[src/rtl/line_engine_pkg.sv]
// Shared types and defaults for the line rasteriser: FSM encoding and screen geometry.
package line_engine_pkg;

  localparam int COORD_W_DEF  = 10;
  localparam int SCREEN_W_DEF = 800;
  localparam int SCREEN_H_DEF = 600;

  typedef enum logic [1:0] {
    ST_IDLE  = 2'd0,
    ST_SETUP = 2'd1,
    ST_PREP  = 2'd2,
    ST_DRAW  = 2'd3
  } line_state_e;

endpackage

[src/rtl/line_setup.sv]
// Combinational Bresenham setup: steep test and axis swap on the raw endpoints,
// then endpoint ordering and dx/dy/err0/ystep on the already axis-swapped endpoints.
module line_setup #(
  parameter int COORD_W = 10
) (
  input  logic [COORD_W-1:0]        x0,
  input  logic [COORD_W-1:0]        y0,
  input  logic [COORD_W-1:0]        x1,
  input  logic [COORD_W-1:0]        y1,
  output logic                      steep,
  output logic [COORD_W-1:0]        s_x0,
  output logic [COORD_W-1:0]        s_y0,
  output logic [COORD_W-1:0]        s_x1,
  output logic [COORD_W-1:0]        s_y1,
  input  logic [COORD_W-1:0]        a_x0,
  input  logic [COORD_W-1:0]        a_y0,
  input  logic [COORD_W-1:0]        a_x1,
  input  logic [COORD_W-1:0]        a_y1,
  output logic [COORD_W-1:0]        p_x0,
  output logic [COORD_W-1:0]        p_y0,
  output logic [COORD_W-1:0]        p_x1,
  output logic [COORD_W-1:0]        dx,
  output logic [COORD_W-1:0]        dy,
  output logic signed [COORD_W+1:0] err0,
  output logic                      ystep_neg
);

  function automatic logic [COORD_W-1:0] abs_diff(input logic [COORD_W-1:0] a,
                                                  input logic [COORD_W-1:0] b);
    return (a >= b) ? (a - b) : (b - a);
  endfunction

  logic             swap;
  logic [COORD_W-1:0] p_y1;

  always_comb begin
    steep = abs_diff(y1, y0) > abs_diff(x1, x0);
    s_x0  = steep ? y0 : x0;
    s_y0  = steep ? x0 : y0;
    s_x1  = steep ? y1 : x1;
    s_y1  = steep ? x1 : y1;

    // Walk always runs towards increasing major coordinate.
    swap      = a_x0 > a_x1;
    p_x0      = swap ? a_x1 : a_x0;
    p_y0      = swap ? a_y1 : a_y0;
    p_x1      = swap ? a_x0 : a_x1;
    p_y1      = swap ? a_y0 : a_y1;
    dx        = p_x1 - p_x0;
    dy        = abs_diff(p_y1, p_y0);
    err0      = signed'({2'b00, dx >> 1});
    ystep_neg = !(p_y0 < p_y1);
  end

endmodule

[src/rtl/line_engine.sv]
// Line rasteriser: latches endpoint/color strobes, rasterises with integer Bresenham,
// and streams one pixel per cycle through a registered valid/ready output.
module line_engine
  import line_engine_pkg::*;
#(
  parameter int COORD_W  = COORD_W_DEF,
  parameter int SCREEN_W = SCREEN_W_DEF,
  parameter int SCREEN_H = SCREEN_H_DEF
) (
  input  logic               clk,
  input  logic               rst,
  input  logic [31:0]        line_color,
  input  logic [COORD_W-1:0] line_point,
  input  logic               line_color_valid,
  input  logic               line_x0_valid,
  input  logic               line_y0_valid,
  input  logic               line_x1_valid,
  input  logic               line_y1_valid,
  input  logic               line_trigger,
  output logic               line_ready,
  output logic               px_valid,
  input  logic               px_ready,
  output logic [COORD_W-1:0] px_x,
  output logic [COORD_W-1:0] px_y,
  output logic [23:0]        px_color,
  output line_state_e        dbg_state
);

  // Pixel stream: a pixel moves when px_valid && px_ready; while stalled the
  // pixel register holds, and px_valid only drops after a transfer or on rst.

  localparam logic [COORD_W:0]   SCR_W = SCREEN_W[COORD_W:0];
  localparam logic [COORD_W:0]   SCR_H = SCREEN_H[COORD_W:0];
  localparam logic [COORD_W-1:0] ONE   = 1;

  line_state_e state, state_next;

  logic [COORD_W-1:0] pt_x0, pt_y0, pt_x1, pt_y1;
  logic [23:0]        color_r;
  logic               steep_r;
  logic [COORD_W-1:0] a_x0, a_y0, a_x1, a_y1;
  logic [COORD_W-1:0] cur_x, cur_y, end_x, dx_r, dy_r;
  logic signed [COORD_W+1:0] err_r;
  logic               ystep_neg_r, done_r;

  logic               su_steep, su_ystep_neg;
  logic [COORD_W-1:0] su_x0, su_y0, su_x1, su_y1;
  logic [COORD_W-1:0] su_px0, su_py0, su_px1, su_dx, su_dy;
  logic signed [COORD_W+1:0] su_err0;

  logic               unused_color_hi;
  assign unused_color_hi = ^line_color[31:24];

  line_setup #(.COORD_W(COORD_W)) u_setup (
    .x0(pt_x0), .y0(pt_y0), .x1(pt_x1), .y1(pt_y1),
    .steep(su_steep), .s_x0(su_x0), .s_y0(su_y0), .s_x1(su_x1), .s_y1(su_y1),
    .a_x0(a_x0), .a_y0(a_y0), .a_x1(a_x1), .a_y1(a_y1),
    .p_x0(su_px0), .p_y0(su_py0), .p_x1(su_px1),
    .dx(su_dx), .dy(su_dy), .err0(su_err0), .ystep_neg(su_ystep_neg)
  );

  logic                      out_free, step, last, visible;
  logic [COORD_W-1:0]        plot_x, plot_y, y_next;
  logic signed [COORD_W+1:0] err_dec, err_next;

  always_comb begin
    out_free = !px_valid || px_ready;
    step     = (state == ST_DRAW) && !done_r && out_free;
    last     = (cur_x == end_x);
    plot_x   = steep_r ? cur_y : cur_x;
    plot_y   = steep_r ? cur_x : cur_y;
    visible  = ({1'b0, plot_x} < SCR_W) && ({1'b0, plot_y} < SCR_H);
    err_dec  = err_r - signed'({2'b00, dy_r});
    err_next = err_dec;
    y_next   = cur_y;
    if (err_dec < 0) begin
      err_next = err_dec + signed'({2'b00, dx_r});
      y_next   = ystep_neg_r ? (cur_y - ONE) : (cur_y + ONE);
    end
  end

  always_comb begin
    state_next = state;
    case (state)
      ST_IDLE:  if (line_trigger) state_next = ST_SETUP;
      ST_SETUP: state_next = ST_PREP;
      ST_PREP:  state_next = ST_DRAW;
      ST_DRAW: begin
        // A clipped final step leaves nothing to drain, so finish immediately.
        if (done_r && out_free)           state_next = ST_IDLE;
        else if (step && last && !visible) state_next = ST_IDLE;
      end
      default:  state_next = ST_IDLE;
    endcase
  end

  assign line_ready = (state == ST_IDLE);
  assign dbg_state  = state;

  always_ff @(posedge clk) begin
    if (rst) begin
      state       <= ST_IDLE;
      pt_x0       <= '0;
      pt_y0       <= '0;
      pt_x1       <= '0;
      pt_y1       <= '0;
      color_r     <= '0;
      steep_r     <= 1'b0;
      a_x0        <= '0;
      a_y0        <= '0;
      a_x1        <= '0;
      a_y1        <= '0;
      cur_x       <= '0;
      cur_y       <= '0;
      end_x       <= '0;
      dx_r        <= '0;
      dy_r        <= '0;
      err_r       <= '0;
      ystep_neg_r <= 1'b0;
      done_r      <= 1'b0;
      px_valid    <= 1'b0;
      px_x        <= '0;
      px_y        <= '0;
      px_color    <= '0;
    end else begin
      state <= state_next;
      if (state == ST_IDLE) begin
        if (line_x0_valid)    pt_x0   <= line_point;
        if (line_y0_valid)    pt_y0   <= line_point;
        if (line_x1_valid)    pt_x1   <= line_point;
        if (line_y1_valid)    pt_y1   <= line_point;
        if (line_color_valid) color_r <= line_color[23:0];
      end
      if (state == ST_SETUP) begin
        steep_r <= su_steep;
        a_x0    <= su_x0;
        a_y0    <= su_y0;
        a_x1    <= su_x1;
        a_y1    <= su_y1;
      end
      if (state == ST_PREP) begin
        cur_x       <= su_px0;
        cur_y       <= su_py0;
        end_x       <= su_px1;
        dx_r        <= su_dx;
        dy_r        <= su_dy;
        err_r       <= su_err0;
        ystep_neg_r <= su_ystep_neg;
        done_r      <= 1'b0;
      end
      if (step) begin
        px_valid <= visible;
        px_x     <= plot_x;
        px_y     <= plot_y;
        px_color <= color_r;
        err_r    <= err_next;
        cur_y    <= y_next;
        cur_x    <= cur_x + ONE;
        done_r   <= last;
      end else if (px_valid && px_ready) begin
        px_valid <= 1'b0;
      end
    end
  end

endmodule

[config.mk]
export PLATFORM = sky130hd
export DESIGN_NAME = line_engine
export DESIGN_NICKNAME = d
export VERILOG_FILES = /design/src/rtl/line_engine_pkg.sv /design/src/rtl/line_setup.sv /design/src/rtl/line_engine.sv
export SDC_FILE = /design/constraint.sdc
export NUM_CORES = 1
export LEC_CHECK = 0
export ABC_AREA = 0
export CAP_MARGIN = 0
export CORE_UTILIZATION = 50
export CTS_CLUSTER_SIZE = 12
export DETAILED_ROUTE_END_ITERATION = 12
export PLACE_DENSITY = 0.75
export SYNTH_ARGS = -nofsm -noshare
export SYNTH_HDL_FRONTEND = slang
export SYNTH_SLANG_ARGS = --single-unit
[constraint.sdc]
create_clock -name clk -period 6.9 [get_ports clk]
set_input_delay 0.69 -clock clk [delete_from_list [all_inputs] [get_ports clk]]
set_output_delay 0.69 -clock clk [all_outputs]
set_load 0.03 [all_outputs]
==> flow_summary.toml, run 1 <==
[sta]
tightest_slew_ns = 1.01
rsz0062_at_grt = "false"
finalCritPeriodShare_pct = 80.0
report.final.hold_viol_count = 0
tns_ns = 0
finalSetupViolations = 0
period_minus_slack_ns = 5.52
fin_skew_ns = 0.0129
drv_slew = 0
slew_headroom_pct = 32.7
fin_ws_ns = 1.38
max_freq_mhz = 181

[global_routing]
grt_pass1_vias = 12900
grt_pass1_wl_um = 65300
grt_usage_pct = 26.1
overflow = 0
grt_max_degree = 122
antenna_found_initial = 0

[run]
drv_cap = 0

[route]
wl_um = 40000
first_pass_iters = 5
num_vias = 14000
viasPerCell = 5.98
remaining_drc_errors = 0
routedWlPerCell_um = 17.0
drt_iter0_markers = 1122
drtAntennaViolNets = 0

[layout]
nFillCells = 2658
diodes = 0
drive_above_1_share_pct = 3.78
fin_nets = 2102
area_delta_synth_final_pct = 11.1
final_util_pct = 56.3

[logic_synthesis]
yosysTopAreaCell = "dfxtp_1"
ys_seq_area_share_pct = 29.7
synth.net_count = 2107
synth_warnings = 0
synth_area_leaders = "dfxtp_1 30%, nand2_1 9.6%, ha_1 8.1%"
netlist_top_cells_count = "373 x nand2_1, 216 x dfxtp_1, 205 x a21oi_1"
ys_seq_elements = 216
synth_cells = 1955
synth_top_area_share_pct = 29.7
synthArstFlopShare_pct = 0
avgSynthCellArea_sq_um = 7.45
yosys.cell_types.count = 86
netlist_area_sq_mm = 0.0146
synth_flop_cell = "dfxtp_1"
synth-edff-count = 0
synth_most_common_cell = "nand2_1"

[worst_setup_path]
worstPathRequired_ns = 7.32
cp.arrival_ns = 5.94
worstPathMaxFanout = 41
end_kind = "flop"
reg2reg_slack_ns = 1.38
crit_path_max_incr_delay_ns = 0.54
cpMostUsedCell = "a21o_1"
critPathBufInv = 3
crit_type = "reg -> reg"
critical_path.top_delay_family = "compound AO/OA/AOI/OAI gates"
startpoint_type = "flop"
cp_cell_sequence = "inv_1, fa_1, a21o_1, a21o_1, a21o_1, a211oi_1, o21ai_0, a211oi_1, or2_2, and2_1, o22ai_1, a222oi_1, xnor2_1, ha_1, and4_1, nand2_1, o211ai_1, o22ai_2, inv_1, buf_4, nand2_1, a311oi_1"
slowest_stage = "dfxtp_1"

[cts]
clock_path_buffers = 3
cts.sinks = 216
insertion_delay_ns = 0.53
postCtsHoldBufs = 0
root_buffer = "clkbuf_16"
cts_buffers = 23
htree_levels = 1
cts_setup_buffers = 0
cts_resized = 0
cts_tree = "yes"
path_clk_slew_ns = 0.06

[floorplan]
fp.dieW_um = 173
die-area_sq_mm = 0.0298
io-pin-count = 99
start_util_pct = 50.7
die_h_um = 173
rows = 62
core_region_area_sq_mm = 0.0287

[placed_design]
dp_slack_ns = 1.46
dp_hpwl_um = 28500
place_congestion = 0.897
portBuffers = 90

[hold_path]
hp-class = "reg -> reg"

[outcome]
status = "finished, final reports clean"
[logic make-up after synthesis]
logic type	Yosys count	share of synthesized area [%]
simple gates	715	21.2
compound gates	552	25.1
buf+inv	247	6.98
flops	216	29.7
fa+ha+maj	104	9.25
xor+xnor	67	4.03
mux	54	3.74
[cell type report]
| cell class | instances | area [sq um] | share of cell area [%] |
|---|---|---|---|
| multi-input cells | 1492 | 9250 | 57.2 |
| flip-flops and latches | 216 | 4320 | 26.7 |
| repair buffers | 103 | 1000 | 6.18 |
| clock buffers | 29 | 618 | 3.82 |
| well taps | 384 | 480 | 2.97 |
| inverters | 114 | 428 | 2.65 |
| clock inverters | 6 | 70.1 | 0.433 |
[placed cells by master (no fill, tap or decap), drive strengths merged, types with 51 or more instances in the layout]
| master | count |
|---|---|
| a211oi | 62 |
| a21oi | 206 |
| a311oi | 54 |
| clkdlybuf4s50 | 89 |
| dfxtp | 216 |
| ha | 94 |
| inv | 114 |
| mux2i | 51 |
| nand2 | 373 |
| nor2 | 178 |
| o21ai | 59 |
[flip-flops by register name, indices dropped and copies added (netlist names)]
register,cells
a_x0,10
a_x1,10
a_y0,10
a_y1,10
color_r,24
cur_x,10
cur_y,10
dbg_state,2
done_r,1
dx_r,10
dy_r,10
end_x,10
err_r,12
pt_x0,10
pt_x1,10
pt_y0,10
pt_y1,10
px_color,24
px_valid,1
px_x,10
px_y,10
steep_r,1
ystep_neg_r,1
[worst register-to-register path, cell delays in order, from the launching register on]
cell and delay [ns]:
dfxtp_1 0.54, inv_1 0.14, fa_1 0.46, a21o_1 0.17, a21o_1 0.21, a21o_1 0.21, a211oi_1 0.26, o21ai_0 0.11
a211oi_1 0.50, or2_2 0.41, and2_1 0.18, o22ai_1 0.09, a222oi_1 0.29, xnor2_1 0.12, ha_1 0.29, and4_1 0.20
nand2_1 0.08, o211ai_1 0.20, o22ai_2 0.12, inv_1 0.06, buf_4 0.39, nand2_1 0.12, a311oi_1 0.28
[stage by stage]
| stage | instances | instance area, sq um | hold WS, ns |
|---|---|---|---|
| after floorplan | 1955 | 14600 | 0.432 |
| after global placement | 2309 | 15500 | 0.436 |
| final | 2344 | 16200 | 0.450 |
| after global routing | 2344 | 16200 | 0.456 |
| after CTS | 2344 | 16200 | 0.451 |
| after detailed placement | 2309 | 15500 | 0.443 |
[final timing paths]
kind | to | cells after the start | start
min reg2reg | px_color[2] | 2 | color_r[2]
max reg2reg | a_y1[7] | 22 | pt_y0[1]
max | a_y1[7] | 22 | pt_y0[1]
min | px_color[2] | 2 | color_r[2]
[metal layers]
layer	global-route usage [%]	vias up	wire length, um
met5	0	-	0
met4	7.92	0	1140
met3	3.21	78	2690
met2	43.8	473	18500
met1	34.8	6595	17600
li1	-	6867	-
Power of run 1 is not shown: default switching activity piles up to over one toggle a cycle in this logic, so the estimate is an artifact.
==> run 2: changes to the inputs <==
PLACE_DENSITY = 0.78   (was 0.75)
clock period = 4.4 ns   (was 6.9 ns; I/O delays follow)
==> run 2 against run 1 <==
Against the previous run:
- the run now ends with setup timing left
- register-to-register slack worse by 1.7 ns
- clock-buffer cell count up 9
- non-clock buffer count up 106
- cell count up 4.8%
- highest routed layer unchanged
==> flow_summary.toml, run 2 (same netlist as run 1, synthesis figures left out) <==
[route]
remaining_drc_errors = 0
drt_iter0_markers = 1300
first_pass_iters = 6
num_vias = 14700
viasPerCell = 5.98
wl_um = 43500
drtAntennaViolNets = 0
routedWlPerCell_um = 17.7

[layout]
final_common_cell = "nand2_1"
final_util_pct = 61.6
fin_nets = 2209
most-common-layout-cells = "324 x nand2_1, 209 x dfxtp_1, 202 x a21oi_1"
top_regs = "color_r x24, px_color x24, err_r x12"
area_delta_synth_final_pct = 21.4
drive_above_1_share_pct = 13.3
nFillCells = 2465
diodes = 0

[sta]
slew_headroom_pct = 21.6
finalCritPeriodShare_pct = 107
tightest_slew_ns = 1.18
period_minus_slack_ns = 4.73
rsz0062_at_grt = "true"
fin_skew_ns = 0.0166
max_freq_mhz = 212
drv_slew = 0
fin_ws_ns = -0.327
report.final.hold_viol_count = 0
finalSetupViolations = 41

[cts]
root_buffer = "clkbuf_16"
cts.sinks = 216
path_clk_slew_ns = 0.06
clock_path_buffers = 3
cts_tree = "yes"
postCtsHoldBufs = 0
cts_buffers = 24
insertion_delay_ns = 0.54
htree_levels = 1

[outcome]
violations = "setup timing"
status = "complete, but fails checks"

[placed_design]
place_congestion = 0.927
portBuffers = 90
dp_hpwl_um = 30400

[worst_setup_path]
worstPathMaxFanout = 8
ff2ff_path_depth = 27
startpoint_type = "flop"
crit_type = "reg -> reg"
end_kind = "flop"
worstPathRequired_ns = 4.84
cpMostUsedCell = "a21o_1"
slowest_stage = "fa_2"
crit_path_max_incr_delay_ns = 0.36
cp.arrival_ns = 5.16

[floorplan]
die-area_sq_mm = 0.0298
start_util_pct = 50.7
fp.dieW_um = 173
die_h_um = 173
rows = 62
io-pin-count = 99
core_region_area_sq_mm = 0.0287

[hold_path]
hp-class = "in -> reg"
min_delay_path_depth = 3

[run]
drv_cap = 0

[global_routing]
overflow = 0
antenna_found_initial = 0
grt_pass1_vias = 13800
grt_pass1_wl_um = 69400
grt_usage_pct = 27.8
grt_max_degree = 127
[run 2: final timing paths]
path,from,endpoint,slack (ns)
setup / recovery,pt_x1[0],a_x0[6],-0.33
hold / removal,line_color[13],color_r[13],0.44
setup reg to reg,pt_x1[0],a_x0[6],-0.33
hold reg to reg,px_color[0],px_color[0],0.45
[run 2: what timing repair did]
| action | 4_1_cts | 5_1_grt |
|---|---|---|
| cloned | 3 | 3 |
| pin swaps | 38 | 47 |
| gates resized for setup | 43 | 84 |
| setup endpoints to repair | 41 | 47 |
| setup buffers | 13 | 1 |
[run 2: worst max-delay path, delay by kind of cell (launching register included)]
family | cells | cell delay (ns)
AO/OA/AOI/OAI | 12 | 1.97
XOR/XNOR | 1 | 0.13
adder cells (fa/ha/maj) | 3 | 0.77
buffers and inverters | 7 | 0.81
flip-flops | 1 | 0.32
multiplexers | 1 | 0.22
AND/OR/NAND/NOR | 3 | 0.35
[run 2: area by class of cell]
class | count | area, sq um | share of cell area (%)
inverters | 114 | 440 | 2.49
multi-input cells | 1492 | 9660 | 54.7
clock buffers | 38 | 703 | 3.98
flip-flops and latches | 216 | 4330 | 24.5
repair buffers | 209 | 2010 | 11.4
clock inverters | 4 | 45.0 | 0.255
well taps | 384 | 480 | 2.72
[run 2: per-stage QoR]
stage	TNS, ns	area [sq um]	hold WS (ns)	std cells	worst slack (ns)
CTS	-6.55	17300	0.438	2454	-0.201
global route	-21.91	17700	0.458	2457	-0.600
floorplan	0	14700	0.432	1955	0.0106
detailed placement	-12.71	16200	0.445	2396	-0.371
global placement	-8.53	16200	0.435	2396	-0.237
finish	-10.35	17700	0.441	2457	-0.327
[run 2: layer usage]
metal | track usage, % | share of wire, % | vias to the layer above
met2 | 46.9 | 48 | 545
met5 | 0 | 0 | -
met4 | 10.2 | 3.5 | 0
met1 | 36.9 | 42 | 7002
li1 | - | - | 7055
met3 | 2.51 | 6.5 | 98
Power of run 2 is left out for the same reason.
